`src/rtl/hamming_pkg.sv`:
```
// Shared constants and types for the shared (7,4) Hamming encoder with
// round-robin arbitration.
package hamming_pkg;

  localparam int unsigned MSG_BITS  = 4;
  localparam int unsigned CODE_BITS = 7;

  // Codeword bit positions
  localparam int unsigned DATA0 = 0;
  localparam int unsigned DATA1 = 1;
  localparam int unsigned DATA2 = 2;
  localparam int unsigned PAR0  = 3;
  localparam int unsigned DATA3 = 4;
  localparam int unsigned PAR1  = 5;
  localparam int unsigned PAR2  = 6;

  typedef enum logic {
    EMPTY = 1'b0,
    FULL  = 1'b1
  } out_state_e;

endpackage

```
`src/rtl/hamming_encode_arbiter_if.sv`:
```
// Requester and downstream handshake bundle for hamming_encode_arbiter.
interface hamming_encode_arbiter_if
  import hamming_pkg::*;
#(
  parameter int unsigned NUM_REQ    = 4,
  parameter int unsigned ID_BITS    = 2,
  parameter int unsigned COUNT_BITS = 16
);

  logic [NUM_REQ-1:0]          REQ_VALID;
  logic [MSG_BITS*NUM_REQ-1:0] REQ_DATA;
  logic [NUM_REQ-1:0]          REQ_READY;
  logic                        OUT_VALID;
  logic                        OUT_READY;
  logic [CODE_BITS-1:0]        OUT_DATA;
  logic [ID_BITS-1:0]          OUT_ID;
  logic [COUNT_BITS-1:0]       ENC_COUNT;

  // Arbiter side
  modport slave (
    input  REQ_VALID, REQ_DATA, OUT_READY,
    output REQ_READY, OUT_VALID, OUT_DATA, OUT_ID, ENC_COUNT
  );

  // Producer / consumer side
  modport master (
    output REQ_VALID, REQ_DATA, OUT_READY,
    input  REQ_READY, OUT_VALID, OUT_DATA, OUT_ID, ENC_COUNT
  );

endinterface

```
`src/rtl/hamming74_encode_core.sv`:
```
// Combinational (7,4) Hamming encoder: data bits at 0,1,2,4, parity at 3,5,6.
module hamming74_encode_core
  import hamming_pkg::*;
(
  input  logic [MSG_BITS-1:0]  msg,
  output logic [CODE_BITS-1:0] code
);

  always_comb begin
    code        = '0;
    code[DATA0] = msg[0];
    code[DATA1] = msg[1];
    code[DATA2] = msg[2];
    code[DATA3] = msg[3];
    code[PAR0]  = msg[3] ^ msg[2] ^ msg[0];
    code[PAR1]  = msg[3] ^ msg[1] ^ msg[0];
    code[PAR2]  = msg[2] ^ msg[1] ^ msg[0];
  end

endmodule

```
`src/rtl/hamming_encode_arbiter.sv`:
```
// Round-robin arbiter feeding one shared Hamming encoder into a single
// output register that carries the winning requester ID.
module hamming_encode_arbiter
  import hamming_pkg::*;
#(
  parameter int unsigned NUM_REQ    = 4,
  parameter int unsigned ID_BITS    = 2,
  parameter int unsigned COUNT_BITS = 16
) (
  input  logic                     CLK,
  input  logic                     RST,
  hamming_encode_arbiter_if.slave  bus
);

  if (ID_BITS != $clog2(NUM_REQ)) begin : g_bad_id_bits
    $error("ID_BITS must equal clog2(NUM_REQ)");
  end

  out_state_e            state;
  logic [CODE_BITS-1:0]  data_q;
  logic [ID_BITS-1:0]    id_q;
  logic [COUNT_BITS-1:0] count_q;
  logic [ID_BITS-1:0]    ptr;

  logic                  out_valid;
  logic                  load_en;
  logic                  drain;
  logic                  hi_any;
  logic                  lo_any;
  logic [ID_BITS-1:0]    hi_idx;
  logic [ID_BITS-1:0]    lo_idx;
  logic [MSG_BITS-1:0]   hi_msg;
  logic [MSG_BITS-1:0]   lo_msg;
  logic                  grant_found;
  logic [ID_BITS-1:0]    grant_idx;
  logic [MSG_BITS-1:0]   sel_msg;
  logic [NUM_REQ-1:0]    grant_vec;
  logic [CODE_BITS-1:0]  enc_code;
  logic [ID_BITS-1:0]    ptr_next;

  assign out_valid = (state == FULL);
  assign load_en   = !out_valid || bus.OUT_READY;
  assign drain     = out_valid && bus.OUT_READY;

  // Lowest valid index at/above the pointer wins; otherwise wrap to lowest valid.
  always_comb begin
    hi_any    = 1'b0;
    lo_any    = 1'b0;
    hi_idx    = '0;
    lo_idx    = '0;
    hi_msg    = '0;
    lo_msg    = '0;
    for (int i = int'(NUM_REQ) - 1; i >= 0; i--) begin
      if (bus.REQ_VALID[i]) begin
        lo_any = 1'b1;
        lo_idx = ID_BITS'(i);
        lo_msg = bus.REQ_DATA[i*MSG_BITS +: MSG_BITS];
        if (ID_BITS'(i) >= ptr) begin
          hi_any = 1'b1;
          hi_idx = ID_BITS'(i);
          hi_msg = bus.REQ_DATA[i*MSG_BITS +: MSG_BITS];
        end
      end
    end
    grant_found = (hi_any || lo_any) && load_en && !RST;
    grant_idx   = hi_any ? hi_idx : lo_idx;
    sel_msg     = hi_any ? hi_msg : lo_msg;
    grant_vec   = '0;
    for (int i = 0; i < int'(NUM_REQ); i++) begin
      grant_vec[i] = grant_found && (grant_idx == ID_BITS'(i));
    end
  end

  hamming74_encode_core u_enc (
    .msg  (sel_msg),
    .code (enc_code)
  );

  assign ptr_next = (grant_idx == ID_BITS'(NUM_REQ - 1)) ? '0
                                                         : grant_idx + ID_BITS'(1);

  always_ff @(posedge CLK) begin
    if (RST) begin
      state   <= EMPTY;
      data_q  <= '0;
      id_q    <= '0;
      count_q <= '0;
      ptr     <= '0;
    end else begin
      case (state)
        EMPTY: begin
          if (grant_found) begin
            state  <= FULL;
            data_q <= enc_code;
            id_q   <= grant_idx;
            ptr    <= ptr_next;
          end
        end
        FULL: begin
          if (grant_found) begin
            data_q <= enc_code;
            id_q   <= grant_idx;
            ptr    <= ptr_next;
          end else if (bus.OUT_READY) begin
            state <= EMPTY;
          end
        end
        default: state <= EMPTY;
      endcase
      if (drain) begin
        count_q <= count_q + COUNT_BITS'(1);
      end
    end
  end

  assign bus.REQ_READY = grant_vec;
  assign bus.OUT_VALID = out_valid;
  assign bus.OUT_DATA  = data_q;
  assign bus.OUT_ID    = id_q;
  assign bus.ENC_COUNT = count_q;

endmodule

```
`src/flat_wrapper.sv`:
```
// flat-port wrapper written by rule: the top's interface ports become plain ports
module hamming_encode_arbiter_flat import hamming_pkg::*;
#(
  parameter int unsigned NUM_REQ    = 4,
  parameter int unsigned ID_BITS    = 2,
  parameter int unsigned COUNT_BITS = 16
)
  (CLK, RST, bus_REQ_VALID, bus_REQ_DATA, bus_OUT_READY, bus_REQ_READY, bus_OUT_VALID, bus_OUT_DATA, bus_OUT_ID, bus_ENC_COUNT);
  hamming_encode_arbiter_if #(.NUM_REQ(NUM_REQ), .ID_BITS(ID_BITS), .COUNT_BITS(COUNT_BITS)) bus_i ();
  input  logic CLK;
  input  logic RST;
  input wire logic [$bits(bus_i.REQ_VALID)-1:0] bus_REQ_VALID;
  input wire logic [$bits(bus_i.REQ_DATA)-1:0] bus_REQ_DATA;
  input wire logic [$bits(bus_i.OUT_READY)-1:0] bus_OUT_READY;
  output wire logic [$bits(bus_i.REQ_READY)-1:0] bus_REQ_READY;
  output wire logic [$bits(bus_i.OUT_VALID)-1:0] bus_OUT_VALID;
  output wire logic [$bits(bus_i.OUT_DATA)-1:0] bus_OUT_DATA;
  output wire logic [$bits(bus_i.OUT_ID)-1:0] bus_OUT_ID;
  output wire logic [$bits(bus_i.ENC_COUNT)-1:0] bus_ENC_COUNT;
  assign bus_i.REQ_VALID = bus_REQ_VALID;
  assign bus_i.REQ_DATA = bus_REQ_DATA;
  assign bus_i.OUT_READY = bus_OUT_READY;
  assign bus_REQ_READY = bus_i.REQ_READY;
  assign bus_OUT_VALID = bus_i.OUT_VALID;
  assign bus_OUT_DATA = bus_i.OUT_DATA;
  assign bus_OUT_ID = bus_i.OUT_ID;
  assign bus_ENC_COUNT = bus_i.ENC_COUNT;
  hamming_encode_arbiter #(.NUM_REQ(NUM_REQ), .ID_BITS(ID_BITS), .COUNT_BITS(COUNT_BITS)) u_core (.CLK(CLK), .RST(RST), .bus(bus_i));
endmodule
```
`config.mk`:
```
export PLATFORM = sky130hd
export DESIGN_NAME = hamming_encode_arbiter_flat
export DESIGN_NICKNAME = d
export VERILOG_FILES = /design/src/rtl/hamming_pkg.sv /design/src/rtl/hamming_encode_arbiter_if.sv /design/src/rtl/hamming74_encode_core.sv /design/src/rtl/hamming_encode_arbiter.sv /design/src/flat_wrapper.sv
export SDC_FILE = /design/constraint.sdc
export NUM_CORES = 1
export LEC_CHECK = 0
export BUFFER_PORTS_ARGS = -buffer_cell sky130_fd_sc_hd__buf_2
export CAP_MARGIN = 20
export CORE_ASPECT_RATIO = 1.75
export CORE_MARGIN = 5
export CORE_UTILIZATION = 40
export DETAILED_ROUTE_END_ITERATION = 10
export PLACE_DENSITY = 0.67
export REMOVE_ABC_BUFFERS = 1
export SLEW_MARGIN = 25
export SYNTH_ARGS = -nofsm -noshare
export SYNTH_HDL_FRONTEND = slang
export SYNTH_SLANG_ARGS = --single-unit
export TNS_END_PERCENT = 10
```
`constraint.sdc`:
```
create_clock -name CLK -period 1.8 [get_ports CLK]
set_input_delay 0.36 -clock CLK [delete_from_list [all_inputs] [get_ports CLK]]
set_output_delay 0.36 -clock CLK [all_outputs]
set_load 0.1 [all_outputs]
```
Word level (Yosys, flattened, before mapping)

Index checks and enable logic that the tools add are counted.

Bits in registers: 28
Bits of input ports: 23

Add/subtract/negate cells: 2
Magnitude comparators: 4
Eq/ne operators: 3
Multiplexer cells: 46
Bitwise logic cells: 7
Reductions and logical operators: 12

Operator list:

| kind                    | number |
|---|---|
| $mux W4                 | 13 |
| $mux W2                 | 16 |
| $add A16 B1 Y16 const B | 1 |
| $mux W1                 | 15 |
| $logic_and A1 B1 Y1     | 7 |
| $mux W7                 | 1 |
| $xor A1 B1 Y1           | 6 |
| $eq A2 B2 Y1 const B    | 2 |
| $ge A1 B2 Y1 const A    | 2 |
| $ge A2 B2 Y1 const A    | 2 |
| $add A2 B1 Y2 const B   | 1 |
| $eq A2 B1 Y1 const B    | 1 |
| $logic_not A1 Y1        | 2 |
| $logic_not A2 Y1        | 1 |
| $logic_or A1 B1 Y1      | 2 |
| $pmux W1 S2             | 1 |
| $not A1 Y1              | 1 |

Longest topological paths before layout

Depth in word-level cells: 14
Mapped depth: 9

By module

From an unflattened synthesis, not the netlist that was laid out.

Cell total of the unflattened synthesis: 216
Area total of the unflattened synthesis: 1766.7 sq um

By module, submodules not included:

| module                 | instances | cells an instance | area each (sq um) | sequential area each (sq um) |
|---|---|---|---|---|
| hamming_encode_arbiter | 1         | 209               | 1665.3            | 560.5 |
| hamming74_encode_core  | 1         | 7                 | 101.3             | 0.0 |

Least setup slack after synthesis

No wires, ideal clock.

Path kind: register to output
Start: register u_core.state, in the netlist u_core.bus.OUT_VALID
End: output port bus_REQ_READY[0]
Arrival: 2.221 ns
Data required time: 1.440 ns
Setup slack: -0.781 ns
Stages on the path, launching flop included: 5
Buffers on the path: 1
Cells stage by stage: dfxtp_1 nor2b_1 nor3_1 clkbuf_1 and2_1

Cells in the longest elaborated chain, start to end: 5

RTL lines:

| what                              | RTL line                      | text |
|---|---|---|
| from (decl)                       | hamming_encode_arbiter.sv:19  | `out_state_e state;` |
| from (signal assigned)            | hamming_encode_arbiter.sv:84  | `state <= EMPTY;` |
| from (signal assigned)            | hamming_encode_arbiter.sv:93  | `state <= FULL;` |
| from (signal assigned)            | hamming_encode_arbiter.sv:105 | `state <= EMPTY;` |
| $logic_not A1 Y1                  | hamming_encode_arbiter.sv:42  | `assign load_en = !out_valid \|\| bus.OUT_READY;` |
| $logic_or A1 B1 Y1                | hamming_encode_arbiter.sv:42  |  |
| $logic_and A1 B1 Y1 (2 in series) | hamming_encode_arbiter.sv:65  | `grant_found = (hi_any \|\| lo_any) && load_en && !RST;` |
| $logic_and A1 B1 Y1               | hamming_encode_arbiter.sv:70  | `grant_vec[i] = grant_found && (grant_idx == ID_BITS'(i));` |
| to (decl)                         | flat_wrapper.sv:15            | `output wire logic [$bits(bus_i.REQ_READY)-1:0] bus_REQ_READY;` |

No other way between the ends.

Worst setup path after layout

Start: register u_core.ptr[1]
End: output port bus_REQ_READY[0]

Elaborated cells on any way between the ends: 26

RTL lines:

| what                                      | RTL line                      | text |
|---|---|---|
| from (decl)                               | hamming_encode_arbiter.sv:23  | `logic [ID_BITS-1:0] ptr;` |
| from (signal assigned)                    | hamming_encode_arbiter.sv:96  | `ptr <= ptr_next;` |
| from (signal assigned)                    | hamming_encode_arbiter.sv:103 | `ptr <= ptr_next;` |
| $ge A2 B2 Y1                              | hamming_encode_arbiter.sv:58  | `if (ID_BITS'(i) >= ptr) begin` |
| $mux W2 / $mux W1 (equally long branches) | hamming_encode_arbiter.sv:58  |  |
| $mux W2 / $mux W1 (equally long branches) | hamming_encode_arbiter.sv:54  | `if (bus.REQ_VALID[i]) begin` |
| $mux W2 / $mux W1 (equally long branches) | hamming_encode_arbiter.sv:58  |  |
| $mux W2 / $mux W1 (equally long branches) | hamming_encode_arbiter.sv:54  |  |
| $mux W2 / $mux W1 (equally long branches) | hamming_encode_arbiter.sv:58  |  |
| $mux W2 / $mux W1 (equally long branches) | hamming_encode_arbiter.sv:54  |  |
| $mux W2 / $mux W1 (equally long branches) | hamming_encode_arbiter.sv:58  |  |
| $mux W2 / $mux W1 (equally long branches) | hamming_encode_arbiter.sv:54  |  |
| $mux W2 *                                 | hamming_encode_arbiter.sv:66  | `grant_idx = hi_any ? hi_idx : lo_idx;` |
| named net u_core.grant_idx[0]             | hamming_encode_arbiter.sv:35  | `logic [ID_BITS-1:0] grant_idx;` |
| $logic_not A2 Y1 *                        | hamming_encode_arbiter.sv:70  |  |
| $logic_and A1 B1 Y1 *                     | hamming_encode_arbiter.sv:70  |  |

Mark *: on every way through the listed nets, which the timed path passes. The rest lies on a longest branch.

==> flow_summary.yaml <==
run_status:
  status: "finished with violations"
  violations: "negative setup slack"
cts:
  cts_tree: "yes"
  cts.path.max_buffers: 2
  clk-insertion-delay-late_ns: 0.28
  cts_hold_repair.buffers: 0
  cts_root_buffer: "clkbuf_8"
  cts.clk_slew.worst_paths_ns: 0.09
  numCtsBuffers: 3
  htreeDepth: 1
  cts_sinks: 28
grt:
  gr-usage-met1_pct: 17.4
  grt_pass1_vias: 1896
  grt_pass1_wl_um: 7990
  track_usage_pct: 16.8
  top_usage_layer: "met2"
  grt_max_degree: 25
  gr-usage-met3_pct: 1.17
  grt.overflow.total: 0
  grt_util_met2_pct: 31.2
  antenna_found_initial: 0
pwr:
  peakVddDrop_mv: 0.603
  p_per_area_mw_per_mm2: 819
  p_leak_uw: 0.00117
setup_path:
  max_stage_delay_ns: 0.41
  path_cells: "nand2b_4 > a21oi_2 > nor3_2 > buf_4 > inv_2 > ha_1 > and2_4 > buf_12"
  required_ns: 1.44
  cp-start-kind: "flop"
  critPathTopFamily: "simple AND/OR/NAND/NOR gates"
  critPathKind: "flop to output pin"
  cp_num_buf_inv: 3
  arrival_ns: 1.72
  cp_slowest_cell: "dfxtp_4"
  worstPathMaxFanout: 8
  end_kind: "output pin"
timing:
  fin_setup_tns_ns: -1.73
  hold_viol_final: 0
  fin_skew_ns: 0.00306
  rsz0062_at_grt: "yes"
  fmax_ghz: 0.480
  slew_headroom_pct: 67.4
  drv_slew: 0
  worstMarginPinSlew_ns: 0.493
  period_minus_slack_ns: 2.08
  setup_ws_ns: -0.282
  worst_hold_slack_ns: 0.422
  timing.final.crit_share_pct: 116
  setup_viol_count_final: 7
layout:
  layout-drive-gt1-share_pct: 40.5
  area_delta_synth_final_pct: 40.1
  final_area_mm2: 0.00255
  layout.nets: 330
  finalNonFillerCells: 352
  utilization_pct: 57.8
  antenna_cells: 0
  fillers: 422
run:
  cap_violations: 0
route:
  vias_per_cell: 5.37
  drc: 0
  ant_nets: 0
  dr_total_vias: 1889
  drt_pass1_iterations: 4
  drt_iter0_drc: 86
  wl_um: 4910
  wl_per_cell_um: 13.9
logic_synthesis:
  ys_warn_count: 0
  syn_area_per_cell_um2: 8.08
  yosysUniqueCellTypes: 50
  syn-cell-area_mm2: 0.00182
  syn_inst: 225
  ys.flop_type: "dfxtp_1"
  synthArstFlopShare_pct: 0
  ys_seq_area_share_pct: 30.8
  synth_edf_count: 0
  ys_ff_latch: 28
die:
  fp.dieArea_mm2: 0.00605
  rows: 32
  start_util_pct: 41.3
  core_area_mm2: 0.00440
  die_h_um: 99.2
  die_w_um: 61.0
  ios: 53
place:
  placed_area_mm2: 0.00235
  numPortBuffers: 52
  hpwlAfterDp_um: 3800
  dp_cells: 345
  globalplace.congestion: 0.880
hold_path:
  hp-class: "input port to flop"
-- what timing repair did --
action                                  CTS  global route
endpoints found under the hold margin     0             0
gates cloned                              0             0
setup buffers                             2             1
endpoints found under the setup margin   10            14
pin swaps                                 7             5
resized for setup                        24             8
-- path summary, 6_finish.rpt --
path,slack [ns],to,cells past startpoint,start
setup / recovery,-0.28,bus_REQ_READY[0],8,u_core.ptr[1]$_SDFFE_PP0P_
hold / removal,0.42,u_core.bus.ENC_COUNT[1]$_SDFFE_PP0P_,3,bus_OUT_READY
setup reg to reg,-0.27,u_core.bus.OUT_DATA[3]$_SDFFE_PP0P_,8,u_core.ptr[1]$_SDFFE_PP0P_
hold reg to reg,0.46,u_core.bus.OUT_DATA[5]$_SDFFE_PP0P_,2,u_core.bus.OUT_DATA[5]$_SDFFE_PP0P_
-- synthesized netlist by cell type (5+ instances only) --
| master | instances | share of area (%) |
|---|---|---|
| dfxtp_1 | 28 | 31 |
| nor2_1 | 21 | 4.3 |
| and2_1 | 6 | 2.1 |
| ha_1 | 5 | 3.4 |
| xor2_1 | 11 | 5.3 |
| a21oi_1 | 18 | 5.0 |
| nand2_1 | 21 | 4.3 |
| inv_1 | 11 | 2.3 |
| o21ai_0 | 7 | 1.9 |
| nand3_1 | 10 | 2.8 |
| nand2b_1 | 5 | 1.7 |
| nand3b_1 | 7 | 2.9 |
-- placed cells by master (no fill, tap or decap), types with 2 or more instances in the layout --
| cell | count |
|---|---|
| nor2b_1 | 3 |
| a21o_1 | 3 |
| buf_4 | 31 |
| and3_1 | 4 |
| xnor3_1 | 2 |
| nor3_1 | 2 |
| inv_1 | 9 |
| nor3_2 | 2 |
| o221ai_1 | 2 |
| nand2_1 | 20 |
| buf_2 | 48 |
| and2_4 | 4 |
| dfxtp_1 | 25 |
| xnor2_1 | 2 |
| a21oi_1 | 14 |
| o21ai_0 | 6 |
| o21ai_1 | 2 |
| ha_1 | 4 |
| dfxtp_4 | 2 |
| nand4_1 | 4 |
| a211oi_1 | 3 |
| nand2b_1 | 3 |
| nand3b_1 | 7 |
| nand2b_4 | 2 |
| nand3_1 | 10 |
| o211ai_1 | 3 |
| and2_1 | 3 |
| inv_2 | 2 |
| clkbuf_8 | 3 |
| or3_1 | 4 |
| xor2_1 | 11 |
| a21oi_2 | 5 |
| and4_1 | 2 |
| buf_12 | 5 |
| nor2_1 | 20 |
-- through the flow --
stage / setup slack, ns / total power, uW
after detailed placement: -0.364 / 1550
after global placement: -0.331 / 1550
after global routing: -0.370 / 2200
final: -0.282 / 2090
after floorplan: -0.945 / 1290
after CTS: -0.290 / 2080
-- tightest hold or removal path: stages --
cell and delay [ns]:
buf_2 0.13, nand3_1 0.10, a21oi_1 0.07
-- metal layers --
metal / vias to the layer above / part of all wire, %
met5: - / 0
met4: 0 / 2.9
met3: 13 / 5.3
met2: 54 / 55
met1: 872 / 37
li1: 950 / -
-- registers in the layout, indices dropped and copies added, names as in the netlist --
signal	flops
u_core.bus.OUT_VALID	1
u_core.bus.ENC_COUNT	16
u_core.bus.OUT_ID	2
u_core.bus.OUT_DATA	7
u_core.ptr	2
-- logic make-up (layout without fill, tap and decap cells) --
group	count (synthesis)	after routing	share of synthesized area (%)
AND/OR/NAND/NOR	97	97	27.9
adder cells (fa/ha/maj)	5	5	3.44
flip-flops	28	28	30.8
AO/OA/AOI/OAI	56	56	21.9
XOR/XNOR	15	15	8.74
buffers and inverters	24	100	7.23
-- where the power goes --
group / internal [uW] / switching (uW) / leakage (uW) / total, uW
Sequential: 664 / 32.2 / 0.000230 / 696
Clock: 298 / 197 / 0.0000357 / 495
Combinational: 316 / 579 / 0.000908 / 895
Total: 1280 / 808 / 0.00117 / 2090
-- layout make-up --
cell class                      instances  area [um^2]  area share, %
Multi-Input combinational cell        173         1220           47.8
Timing Repair Buffer                   85          584           22.9
Sequential cell                        28          569           22.3
Tap cell                               51         63.8           2.50
Clock buffer                            3         41.3           1.62
Inverter                               11         41.3           1.62
Clock inverter                          1         30.0           1.18
Note: power is estimated with default switching activity, not from simulation.
